### config.mk
export PLATFORM = sky130hd
export DESIGN_NAME = mips_cpu_muldiv
export DESIGN_NICKNAME = d
export VERILOG_FILES = /design/src/rtl/mips_cpu_pkg.sv /design/src/rtl/mips_cpu_muldiv_divider.sv /design/src/rtl/mips_cpu_muldiv.sv
export SDC_FILE = /design/constraint.sdc
export NUM_CORES = 1
export LEC_CHECK = 0
export BUFFER_PORTS_ARGS = -buffer_cell sky130_fd_sc_hd__buf_2
export CAP_MARGIN = 20
export CORE_ASPECT_RATIO = 1.75
export CORE_MARGIN = 2
export CORE_UTILIZATION = 50
export DETAILED_ROUTE_END_ITERATION = 7
export PLACE_DENSITY_LB_ADDON = 0.08
export SLEW_MARGIN = 20
export SYNTH_ARGS = -nofsm -noshare
export SYNTH_HDL_FRONTEND = slang
export SYNTH_SLANG_ARGS = --single-unit
### constraint.sdc
create_clock -name clk -period 3.5 [get_ports clk]
set_input_delay 0.7 -clock clk [delete_from_list [all_inputs] [get_ports clk]]
set_output_delay 0.7 -clock clk [all_outputs]
set_load 0.03 [all_outputs]
### src/rtl/mips_cpu_pkg.sv
// Shared definitions for the MIPS CPU HI/LO multiply-divide unit.
//   - funct field codes for the HI/LO instructions handled by the unit
//   - muldiv_state_t: control FSM states (IDLE, MUL, DIV, FIX)
package mips_cpu_pkg;

  localparam logic [5:0] FUNCT_MTHI  = 6'b010001;
  localparam logic [5:0] FUNCT_MTLO  = 6'b010011;
  localparam logic [5:0] FUNCT_MULT  = 6'b011000;
  localparam logic [5:0] FUNCT_MULTU = 6'b011001;
  localparam logic [5:0] FUNCT_DIV   = 6'b011010;
  localparam logic [5:0] FUNCT_DIVU  = 6'b011011;

  typedef enum logic [1:0] {
    IDLE = 2'd0,
    MUL  = 2'd1,
    DIV  = 2'd2,
    FIX  = 2'd3
  } muldiv_state_t;

endpackage

### src/rtl/mips_cpu_muldiv_divider.sv
// Iterative magnitude engine: restoring divider, one quotient bit per cycle.
// When mul_i is set at start it runs a shift-add multiply instead, reusing
// the same accumulator/shift registers and iteration counter.
// Ports:
//   clk, reset      clock, synchronous active-high reset
//   start_i, mul_i  load operands and begin (mul_i selects multiply)
//   a_i, b_i        dividend/multiplier, divisor/multiplicand (magnitudes)
//   done_o          high during the cycle whose edge performs the last step
//   hi_o, lo_o      remainder / quotient (divide) or product high/low (multiply)
module mips_cpu_muldiv_divider #(
  parameter int DATA_W = 32,
  parameter int ITERS  = 32
) (
  input  logic              clk,
  input  logic              reset,
  input  logic              start_i,
  input  logic              mul_i,
  input  logic [DATA_W-1:0] a_i,
  input  logic [DATA_W-1:0] b_i,
  output logic              done_o,
  output logic [DATA_W-1:0] hi_o,
  output logic [DATA_W-1:0] lo_o
);

  localparam int CNT_W = $clog2(ITERS);

  logic              run_q, mul_q;
  logic [CNT_W-1:0]  cnt_q;
  logic [DATA_W-1:0] acc_q, lo_q, b_q;
  logic [DATA_W:0]   rem_sh, diff, sum;

  // divide: shift the next dividend bit into the partial remainder, trial subtract
  assign rem_sh = {acc_q, lo_q[DATA_W-1]};
  assign diff   = rem_sh - {1'b0, b_q};
  // multiply: add multiplicand when the current multiplier bit is set
  assign sum    = {1'b0, acc_q} + (lo_q[0] ? {1'b0, b_q} : '0);

  assign done_o = run_q && (cnt_q == CNT_W'(ITERS-1));
  assign hi_o   = acc_q;
  assign lo_o   = lo_q;

  always_ff @(posedge clk) begin
    if (reset) begin
      run_q <= 1'b0;
      mul_q <= 1'b0;
      cnt_q <= '0;
      acc_q <= '0;
      lo_q  <= '0;
      b_q   <= '0;
    end else if (start_i) begin
      run_q <= 1'b1;
      mul_q <= mul_i;
      cnt_q <= '0;
      acc_q <= '0;
      lo_q  <= a_i;
      b_q   <= b_i;
    end else if (run_q) begin
      cnt_q <= cnt_q + 1'b1;
      if (done_o) run_q <= 1'b0;
      if (mul_q) begin
        acc_q <= sum[DATA_W:1];
        lo_q  <= {sum[0], lo_q[DATA_W-1:1]};
      end else if (!diff[DATA_W]) begin
        acc_q <= diff[DATA_W-1:0];
        lo_q  <= {lo_q[DATA_W-2:0], 1'b1};
      end else begin
        acc_q <= rem_sh[DATA_W-1:0];
        lo_q  <= {lo_q[DATA_W-2:0], 1'b0};
      end
    end
  end

endmodule

### src/rtl/mips_cpu_muldiv.sv
// HI/LO multiply-divide unit: executes MULT, MULTU, DIV, DIVU, MTHI, MTLO,
// owns the architectural HI/LO registers and stalls the datapath via busy.
// Build option: MULDIV_FAST_MUL_EN selects a single-cycle combinational
// multiply; otherwise multiply is iterative on the shared divider engine.
// Ports:
//   clk, reset      clock, synchronous active-high reset
//   start, funct    issue strobe and instruction funct field
//   rs_val, rt_val  source operands
//   busy            operation in progress (registered)
//   hi, lo          architectural HI / LO
module mips_cpu_muldiv
  import mips_cpu_pkg::*;
#(
  parameter int DATA_W     = 32,
  parameter int DIV_CYCLES = 32
) (
  input  logic              clk,
  input  logic              reset,
  input  logic              start,
  input  logic [5:0]        funct,
  input  logic [DATA_W-1:0] rs_val,
  input  logic [DATA_W-1:0] rt_val,
  output logic              busy,
  output logic [DATA_W-1:0] hi,
  output logic [DATA_W-1:0] lo
);

  muldiv_state_t     state_q, state_d;
  logic              busy_q, busy_d;
  logic [DATA_W-1:0] hi_q, hi_d, lo_q, lo_d;

  // operation flags captured at issue for the final fixup
  logic              mul_q, neg_q, rneg_q, dz_q;
  logic [DATA_W-1:0] rs_q;

  logic is_mul, is_div, sgn, accept, eng_start, eng_done;
  logic [DATA_W-1:0]   eng_hi, eng_lo;
  logic [2*DATA_W-1:0] eng_prod;

  function automatic logic [DATA_W-1:0] mag(input logic [DATA_W-1:0] x, input logic s);
    return (s && x[DATA_W-1]) ? (~x + 1'b1) : x;
  endfunction

  assign is_mul = (funct == FUNCT_MULT) || (funct == FUNCT_MULTU);
  assign is_div = (funct == FUNCT_DIV)  || (funct == FUNCT_DIVU);
  assign sgn    = (funct == FUNCT_MULT) || (funct == FUNCT_DIV);
  assign accept = start && (state_q == IDLE);

`ifdef MULDIV_FAST_MUL_EN
  logic              sgn_q;
  logic [DATA_W-1:0] rt_q;
  logic [2*DATA_W-1:0] fast_prod;
  assign fast_prod = {{DATA_W{sgn_q & rs_q[DATA_W-1]}}, rs_q}
                   * {{DATA_W{sgn_q & rt_q[DATA_W-1]}}, rt_q};
  assign eng_start = accept && is_div;

  always_ff @(posedge clk) begin
    if (reset) begin
      sgn_q <= 1'b0;
      rt_q  <= '0;
    end else if (accept && is_mul) begin
      sgn_q <= sgn;
      rt_q  <= rt_val;
    end
  end
`else
  assign eng_start = accept && (is_div || is_mul);
`endif

  mips_cpu_muldiv_divider #(
    .DATA_W (DATA_W),
    .ITERS  (DIV_CYCLES)
  ) u_divider (
    .clk     (clk),
    .reset   (reset),
    .start_i (eng_start),
    .mul_i   (is_mul),
    .a_i     (mag(rs_val, sgn)),
    .b_i     (mag(rt_val, sgn)),
    .done_o  (eng_done),
    .hi_o    (eng_hi),
    .lo_o    (eng_lo)
  );

  assign eng_prod = {eng_hi, eng_lo};

  // state register and architectural outputs
  always_ff @(posedge clk) begin
    if (reset) begin
      state_q <= IDLE;
      busy_q  <= 1'b0;
      hi_q    <= '0;
      lo_q    <= '0;
    end else begin
      state_q <= state_d;
      busy_q  <= busy_d;
      hi_q    <= hi_d;
      lo_q    <= lo_d;
    end
  end

  always_ff @(posedge clk) begin
    if (reset) begin
      mul_q  <= 1'b0;
      neg_q  <= 1'b0;
      rneg_q <= 1'b0;
      dz_q   <= 1'b0;
      rs_q   <= '0;
    end else if (accept && (is_mul || is_div)) begin
      mul_q  <= is_mul;
      neg_q  <= sgn && (rs_val[DATA_W-1] ^ rt_val[DATA_W-1]);
      rneg_q <= sgn && rs_val[DATA_W-1];
      dz_q   <= (rt_val == '0);
      rs_q   <= rs_val;
    end
  end

  // next state
  always_comb begin
    state_d = state_q;
    case (state_q)
      IDLE: if (start) begin
        if (is_mul)      state_d = MUL;
        else if (is_div) state_d = DIV;
      end
`ifdef MULDIV_FAST_MUL_EN
      MUL:  state_d = IDLE;
`else
      MUL:  if (eng_done) state_d = FIX;
`endif
      DIV:  if (eng_done) state_d = FIX;
      FIX:  state_d = IDLE;
      default: state_d = IDLE;
    endcase
  end

  // outputs: HI/LO only move on MTHI/MTLO or on completion
  always_comb begin
    hi_d   = hi_q;
    lo_d   = lo_q;
    busy_d = (state_d != IDLE);
    case (state_q)
      IDLE: begin
        if (start && funct == FUNCT_MTHI) hi_d = rs_val;
        if (start && funct == FUNCT_MTLO) lo_d = rs_val;
      end
`ifdef MULDIV_FAST_MUL_EN
      MUL: {hi_d, lo_d} = fast_prod;
`endif
      FIX: begin
        if (mul_q) begin
          {hi_d, lo_d} = neg_q ? (~eng_prod + 1'b1) : eng_prod;
        end else if (dz_q) begin
          hi_d = rs_q;
          lo_d = '1;
        end else begin
          lo_d = neg_q  ? (~eng_lo + 1'b1) : eng_lo;
          hi_d = rneg_q ? (~eng_hi + 1'b1) : eng_hi;
        end
      end
      default: ;
    endcase
  end

  assign busy = busy_q;
  assign hi   = hi_q;
  assign lo   = lo_q;

endmodule

==> metrics, run 1 <==
status finished with violations; failing checks DRC; final worst slack approximately 0.13 ns; share of cells above drive strength 1 0.175; Tightest Pin Transition slightly below 0.9 ns; core box area 0.0321 mm²; share of flip-flops with an asynchronous set or reset 0; RSZ-0062 raised after global routing no; die footprint 0.0339 mm²; Reg2Reg Capture Point u_divider.hi_o[31]; PD cells 351 mW/mm²; clock skew between 0.015 and 0.02 ns; Post-synth EDFFs 0; detailed placer's ending HPWL 45.7 mm; DR vias 17.3k; xor and xnor area share after synthesis 0.0994; number of cell rows slightly below 90; DP Cell Count 2688; clk buf depth 3; post-layout min period 3.37 ns; worst slack, placed -0.0705 ns; Fmax 0.296 GHz; mux share of post-synthesis cell area 0.0472; min-delay worst type in -> reg; Mapped Area 0.0162 mm²; RePlAce Congestion around 0.94; CTS clk-pin slew, worst paths around 0.070 ns; non-filler cells, final 2730; Total Routed Length 61.0 mm; r2r setup slk 0.13 ns; worst setup path class reg -> reg; Critical Path AT 3.80 ns; Synth Area in Compound Gates 0.287; slew margin rel. 0.420; Fin. Hold Viols 0; share of the synthesized area in the top cell type 0.253; critical path endpoint category flop; vias in the first global route 17.4k; DR vias/cell 6.33; Ports 138; Post-DRT Antenna Nets 0; drt pass-1 iters 8; RR Startpoint u_divider.b_q[8]; Synth warnings 0; sequential fraction of the synthesis area 0.253; CTS Buf Count 23; max_cap viols 0; Synth area leaders dfxtp_1, a21oi_1, ha_1; Residual DRC 1; Peak VDD IR around 0.00042 V; Critical Path RT 3.93 ns; Total Nets Final 2461; Fillers 3076; CTS Sinks approximately 210; Worst Hold Path Cells 3; initial antenna violation count 0; H-tree depth 1; postcts setup bufs 0; Final Util 0.588; clk_lat worst skew approximately 0.55 ns; largest family of logic cells by synthesized area compound AO/OA/AOI/OAI gates; grt total ovfl 0; Setup TNS Final 0 ns; port buffer count approximately 140; Synth area leader dfxtp_1; startpoint class of the critical path flop; Die X about 140 µm; critical-path maximum fanout 4; gr usage total 0.350; Lkg Pwr ~7.6 nW; Area growth, synth to finish 16.5%; Post-Syn Instances around 2.2k; CTS tree yes; Mapped Nets 2307; cells on worst reg2reg path 14; distinct cell type count after synthesis 86; Primary FF master, synth dfxtp_1; Synth Area in Adders 0.0588; Die H 242 µm; Initial Util 0.505; root buf cell clkbuf_16; # diodes 0; first-pass GRT wire length 94.3 mm; Post-Synth Simple-Gate Area 0.195; final setup violation count 0; initial drt markers 1102; Mean Syn Cell Area 7.51 µm²; Yosys reg bits between 200 and 250; WL per Instance 22.4 µm; period utilization 0.964; pin count of the biggest net entering global routing 71; max-slew violation count 0; HP Start rs_val[16]; Hold EP rs_q[16]
power breakdown:
part | switching (mW) | internal (mW) | total (mW)
Clock | 1.12 | 1.50 | 2.62
Combinational | 0.949 | 0.664 | 1.61
Sequential | 0.0336 | 2.37 | 2.40
Total | 2.10 | 4.53 | 6.64
repair_timing:
action / 4_1_cts / 5_1_grt
setup endpoints to repair: 5 / 26
gates resized for setup: 2 / 12
hold buffers: 0 / 0
cells in the mapped netlist, drive strengths merged, types with 41 or more instances:
cell	n
a21oi	194
dfxtp	205
mux2i	64
ha	73
xnor2	96
o21ai	118
clkbuf	144
inv	79
nor2	218
xor2	87
nand2	228
a211oi	108
o221ai	41
worst max path at each step:
stage,startpoint,endpoint,slack (ns),cells past startpoint
finish,u_divider.b_q[8],u_divider.hi_o[31],0.13,14
global placement,u_divider.b_q[11],u_divider.hi_o[10],0.01,13
CTS,u_divider.hi_o[0],hi[28],0.03,12
detailed placement,rt_val[0],u_divider.b_q[27],-0.07,9
global route,u_divider.lo_o[0],u_divider.hi_o[15],0.0002,12
floorplan,u_divider.lo_o[31],u_divider.hi_o[15],0.26,12
layout by cell type (no fill, tap or decap), drive strengths merged, types with 16 or more instances in the layout:
master  netlist  layout
a211oi      108     108
a21o         33      33
a21oi       194     194
a311oi       16      16
buf          21     295
clkbuf      144      27
dfxtp       205     205
ha           73      73
inv          79      81
mux2i        64      64
nand2       228     228
nand2b       24      24
nand3        25      25
nor2        218     218
nor3         35      35
nor4         18      18
o211ai       22      22
o21ai       118     118
o221ai       41      41
o22ai        16      16
o31ai        35      35
o41ai        16      16
or2          18      18
or3          28      28
or4          20      20
xnor2        96      96
xor2         87      87
per-stage QoR:
step | hold slack [ns] | cell area (µm²) | power (mW)
2_1_floorplan | 0.432 | 16200 | 3.41
3_3_place_gp | 0.433 | 18000 | 4.01
3_5_place_dp | 0.444 | 18000 | 4.01
4_1_cts | 0.433 | 18800 | 6.63
5_1_grt | 0.470 | 18900 | 6.85
6_report | 0.441 | 18900 | 6.64
cell families after synthesis:
kind of cell | count (synthesis)
adder cells (fa/ha/maj) | 75
AND/OR/NAND/NOR | 675
XOR/XNOR | 183
AO/OA/AOI/OAI | 700
buffers and inverters | 246
flip-flops | 205
multiplexers | 75
critical path, cell delays in order (launching register included):
cell       delay, ns
dfxtp_1         0.33
inv_1           0.06
ha_1            0.37
buf_4           0.14
nand2_1         0.06
buf_4           0.14
nor2_1          0.12
o221ai_1        0.19
a21o_1          0.30
a211oi_1        0.42
a2111oi_0       0.18
buf_4           0.17
nor2_1          0.28
a211oi_1        0.14
o311a_1         0.36
cell type report:
cell class              count  area (µm²)  share of cell area
flip-flops and latches    205        4110               0.218
repair buffers            295        1940               0.103
multi-input cells        1708       11200               0.595
inverters                  80         300              0.0159
clock inverters            15         170             0.00901
well taps                 400         500              0.0265
clock buffers              27         621              0.0329
metal layers:
metal / track usage / part of all wire
met3: 0.0322 / 0.043
met1: 0.354 / 0.35
met2: 0.643 / 0.51
met5: 0 / 0
met4: 0.287 / 0.097
flip-flops by register name, summed over array words and instances (netlist names):
name             cells
u_divider.cnt_q      5
dz_q                 1
rs_q                32
state_q              2
busy                 1
lo                  32
u_divider.lo_o      32
hi                  32
rneg_q               1
u_divider.run_q      1
u_divider.hi_o      32
u_divider.b_q       32
u_divider.mul_q      1
neg_q                1
Power figures use the tool's default switching activity.
==> run 2: changes to the inputs <==
Settings changed: CORE_ASPECT_RATIO 1.75 to 2, CORE_MARGIN 2 to default, SETUP_SLACK_MARGIN from default to 0.3.
==> metrics, run 2 (same netlist as run 1, synthesis figures left out) <==
status complete, no violations; Lkg Pwr 7.80 nW (+2.8%); Peak VDD IR 0.000500 V (+18%); Final Power 7.25 mW (+9.3%); Critical Path RT 3.96 ns (+0.03 ns); Tightest Pin Transition 0.906 ns (+0.0361 ns); Worst Hold Path Cells 2 (-1); CP Depth 16 (+2); startpoint class of the critical path flop; leading cell types in the layout, fill and taps excluded nand2_1, nor2_1, a21oi_1, dfxtp_1, buf_4; final setup violation count 0 (unchanged); initial drt markers 1416 (+28%); CP max stage cell a211o_4; worst hold slack 0.449 ns (+0.00774 ns); Total Nets Final 2472 (+0.45%); Post-DRT Antenna Nets 0 (unchanged); Area growth, synth to finish 21.4%; Initial Util 0.512 (+0.00728); detailed placer's ending HPWL 46.8 mm (+2.4%); die footprint 0.0332 mm² (-2.2%); CTS Buf Count 21 (-8.7%); clk buf depth 3 (unchanged); gr usage total 0.386 (+0.0360); RePlAce Congestion 0.948 (+0.48%); critical-path cell list inv_6 -> ha_4 -> nand3_1 -> or3_4 -> a211o_4 -> a31oi_4 -> o41ai_2 -> buf_4 -> xnor2_4 -> buf_12 -> buf_12 -> buf_16 -> buf_4 -> nor2b_1 -> a211oi_2 -> o21ai_1; Die X 129 µm (-7.7%); CP max stage delay 0.41 ns (about the same); DR vias 17.5k (+1.5%); initial antenna violation count 3 (+3); share of cells above drive strength 1 0.221 (+0.0459); clk_lat worst skew 0.54 ns (about the same); CTS clk-pin slew, worst paths 0.07 ns (about the same); first-pass GRT wire length 96.5 mm (+2.3%); DR vias/cell 6.35 (+0.25%); commonest non-fill, non-tap cell in the layout nand2_1; PD cells 369 mW/mm² (+4.9%); Worst path top cell family by delay compound AO/OA/AOI/OAI gates; core box area 0.0317 mm² (-1.4%); Die H 257 µm (+6.0%); WL per Instance 23.4 µm (+4.8%); clock skew 0.0154 ns (-0.00455 ns); Residual DRC 0 (-1); grt total ovfl 0 (unchanged); number of cell rows 92 (+5.7%); Total Routed Length 64.7 mm (+6.0%); vias in the first global route 17.2k (-1.1%); worst setup path class reg -> reg; cells on worst reg2reg path 16 (+2); critical path endpoint category flop; max_cap viols 0 (unchanged); port buffer count 137 (unchanged); Fmax 0.306 GHz (+3.3%); Critical path buffers and inverters 6 (+2); root buf cell clkbuf_16; RSZ-0062 raised after global routing yes; post-layout min period 3.27 ns (-0.107 ns); CTS Sinks 205 (unchanged); Fin. Hold Viols 0 (unchanged); max-slew violation count 0 (unchanged); non-filler cells, final 2763 (+1.2%); DP Cell Count 2700 (+0.45%); CTS tree yes; slew margin rel. 0.395 (-0.0255); drt pass-1 iters 5 (-3); Ports 138 (unchanged); H-tree depth 1 (unchanged); min-delay worst type reg -> reg; Critical Path AT 3.73 ns (-0.07 ns); Setup TNS Final 0 ns (unchanged); pin count of the biggest net entering global routing 97 (+37%); period utilization 0.933 (-0.0307); critical-path maximum fanout 7 (+3)
run 2: changes by cell type in the layout (fill, tap and decap cells not counted), moves of 6 or more:
cell      delta
a21oi_1      -6
inv_1       -14
dfxtp_1     -14
ha_2         +7
ha_4        +11
a211oi_2     +7
inv_2        +8
o21ai_0      -7
dfxtp_2     +13
buf_6        +9
a211oi_1     -8
ha_1        -18
run 2: area by class of cell:
type	instances	area (µm²)
Clock inverter	12	221
Timing Repair Buffer	308	2160
Tap cell	423	529
Fill cell	3003	12000
Inverter	80	323
Clock buffer	26	586
Sequential cell	205	4130
Antenna cell	1	2.50
Multi-Input combinational cell	1708	11700
run 2: timing repair:
item,in CTS,in global routing
hold buffers,0,0
setup buffers,4,17
setup endpoints to repair,41,47
cloned,2,1
pin swaps,6,22
resized for setup,58,110
run 2: final timing paths:
check	startpoint	endpoint	slack, ns
max	u_divider.b_q[15]	u_divider.hi_o[7]	0.23
min	lo[5]	lo[5]	0.45
max reg2reg	u_divider.b_q[15]	u_divider.hi_o[7]	0.23
min reg2reg	lo[5]	lo[5]	0.45
run 2: tightest hold or removal path, stage by stage (launching register included):
cell and delay (ns):
dfxtp_1 0.31, nand2_1 0.05, a21oi_1 0.05
run 2: layer usage:
layer / GRT usage / routed length [µm]
met1: 0.366 / 21500
met2: 0.667 / 32200
met3: 0.0709 / 3680
met4: 0.394 / 7340
met5: 0 / 11
run 2: metrics by stage:
step / worst slack (ns) / utilization / cell area [µm²]
after floorplan: 0.301 / - / 16200
after detailed placement: 0.0267 / 0.567 / 18000
after global placement: 0.0994 / 0.567 / 18000
final: 0.233 / 0.621 / 19700
after global routing: 0.115 / 0.621 / 19700
after CTS: 0.300 / 0.603 / 19100
run 2: power breakdown:
part           leakage (nW)  internal (mW)  switching [mW]
registers              1.66           2.36          0.0379
logic                  5.74          0.989            1.15
clock network         0.398           1.64            1.07
total                  7.80           5.00            2.25
==> run 3: changes to the inputs <==
Settings changed: CTS_BUF_LIST from default to sky130_fd_sc_hd__clkbuf_16.
==> metrics, run 3 (same netlist as run 1, synthesis figures left out) <==
Residual DRC 0 (unchanged); commonest non-fill, non-tap cell in the layout nand2_1; port buffer count 137 (unchanged); cells on worst reg2reg path 16 (unchanged); detailed placer's ending HPWL 46.8 mm (unchanged); clk buf depth 3 (unchanged); post-layout min period 3.27 ns (-0.000908 ns); Lkg Pwr 7.80 nW (about the same); r2r setup slk 0.23 ns (about the same); die footprint 0.0332 mm² (unchanged); Post-DRT Antenna Nets 0 (unchanged); number of cell rows 92 (unchanged); Area growth, synth to finish 21.2%; Total Nets Final 2472 (unchanged); clock skew 0.0174 ns (+0.00191 ns); max_cap viols 0 (unchanged); Worst Hold Path Cells 2 (unchanged); non-filler cells, final 2762 (-0.036%); initial antenna violation count 3 (unchanged); Initial Util 0.512 (unchanged); DP Cell Count 2700 (unchanged); Reg2Reg Capture Point u_divider.hi_o[7]; status complete, no violations; clk_lat worst skew 0.54 ns (about the same); pin count of the biggest net entering global routing 97 (unchanged); gr usage total 0.386 (about the same); WL per Instance 23.5 µm (+0.30%); Critical Path AT 3.73 ns (about the same); slew margin rel. 0.383 (-0.0117); leading cell types in the layout, fill and taps excluded nand2_1, nor2_1, a21oi_1, dfxtp_1, buf_4; share of cells above drive strength 1 0.220 (-0.000855); critical-path maximum fanout 7 (unchanged); final setup violation count 0 (unchanged); vias in the first global route 17.2k (-0.041%); CTS Buf Count 21 (unchanged); RSZ-0062 raised after global routing yes; Die H 257 µm (unchanged); DR vias 17.5k (+0.023%); RePlAce Congestion 0.948 (unchanged); Hold EP lo[5]; DR vias/cell 6.35 (about the same); max-slew violation count 0 (unchanged); period utilization 0.933 (about the same); Die X 129 µm (unchanged); H-tree depth 1 (unchanged); Setup TNS Final 0 ns (unchanged); critical path endpoint category flop; Tightest Pin Transition 0.923 ns (+0.0175 ns); Peak VDD IR 0.000502 V (+0.40%); Fmax 0.306 GHz (about the same); startpoint class of the critical path flop; CTS clk-pin slew, worst paths 0.07 ns (about the same); worst hold slack 0.449 ns (-0.000105 ns); RR Startpoint u_divider.b_q[15]; PD cells 367 mW/mm² (-0.49%); Total Routed Length 64.9 mm (+0.26%); root buf cell clkbuf_16; min-delay worst type reg -> reg; Fin. Hold Viols 0 (unchanged); Fillers 3008 (+0.17%); CTS tree yes; CTS Sinks 205 (unchanged); HP Start lo[5]; drt pass-1 iters 6 (+1); first-pass GRT wire length 96.5 mm (about the same); core box area 0.0317 mm² (unchanged); initial drt markers 1352 (-4.5%); Hold Buf Count CTS 0 (unchanged); grt total ovfl 0 (unchanged); worst setup path class reg -> reg; # diodes 0 (-1); Critical Path RT 3.96 ns (about the same); Ports 138 (unchanged)
-- run 3: cell types whose count changed in the layout (fill, tap and decap cells not counted) --
cell | previous run | this run
clkbuf_8 | 2 | 0
diode_2 | 1 | 0
clkinv_1 | 1 | 3
clkbuf_1 | 2 | 0
inv_1 | 63 | 65
-- run 3: cell type report --
cell class / instances / area, µm² / share of cell area
Clock inverter: 16 / 236 / 0.0120
Inverter: 80 / 323 / 0.0164
Clock buffer: 22 / 551 / 0.0280
Tap cell: 423 / 529 / 0.0269
Multi-Input combinational cell: 1708 / 11700 / 0.597
Sequential cell: 205 / 4130 / 0.210
Timing Repair Buffer: 308 / 2160 / 0.110
-- run 3: metal layers --
metal	GRT usage	part of all wire	up-vias
met5	0	0.00017	-
met4	0.394	0.11	2
met3	0.0709	0.058	311
met2	0.668	0.50	705
met1	0.367	0.33	8341
li1	-	-	8183
-- run 3: worst max path at each step --
| stage | start | to | slack [ns] | cells past startpoint |
|---|---|---|---|---|
| after floorplan | u_divider.lo_o[31] | u_divider.hi_o[15] | 0.30 | 12 |
| after global placement | rt_val[0] | u_divider.b_q[27] | 0.1 | 9 |
| after detailed placement | u_divider.lo_o[31] | u_divider.hi_o[10] | 0.03 | 14 |
| after CTS | u_divider.hi_o[10] | hi[30] | 0.30 | 11 |
| after global routing | u_divider.b_q[15] | u_divider.hi_o[7] | 0.12 | 16 |
| final | u_divider.b_q[15] | u_divider.hi_o[7] | 0.23 | 16 |
-- run 3: power by group --
group          leakage, nW  internal [mW]  total [mW]  switching, mW
combinational         5.74          0.989        2.14           1.15
clock                0.395           1.59        2.66           1.07
sequential            1.66           2.36        2.40         0.0380
-- run 3: worst max-delay path: stages (launching register included) --
cell and delay [ns]:
dfxtp_4 0.37, inv_6 0.06, ha_4 0.32, nand3_1 0.10, or3_4 0.40, a211o_4 0.41
a31oi_4 0.18, o41ai_2 0.08, buf_4 0.16, xnor2_4 0.12, buf_12 0.16, buf_12 0.12
buf_16 0.14, buf_4 0.15, nor2b_1 0.19, a211oi_2 0.08, o21ai_1 0.15
-- run 3: per-stage QoR --
stage,instance area [µm²],total power [mW],setup WS (ns),util
4_1_cts,19100,6.91,0.300,0.602
3_3_place_gp,18000,4.05,0.0994,0.567
6_report,19700,7.21,0.234,0.621
3_5_place_dp,18000,4.06,0.0267,0.567
5_1_grt,19700,7.41,0.115,0.621
2_1_floorplan,16200,3.41,0.301,-
-- run 3: what timing repair did --
action                                  in CTS  in global routing
endpoints found under the setup margin      41                 47
pin swaps                                    6                 22
setup buffers                                4                 17
endpoints found under the hold margin        0                  0
gates cloned                                 2                  1
resized for setup                           58                110
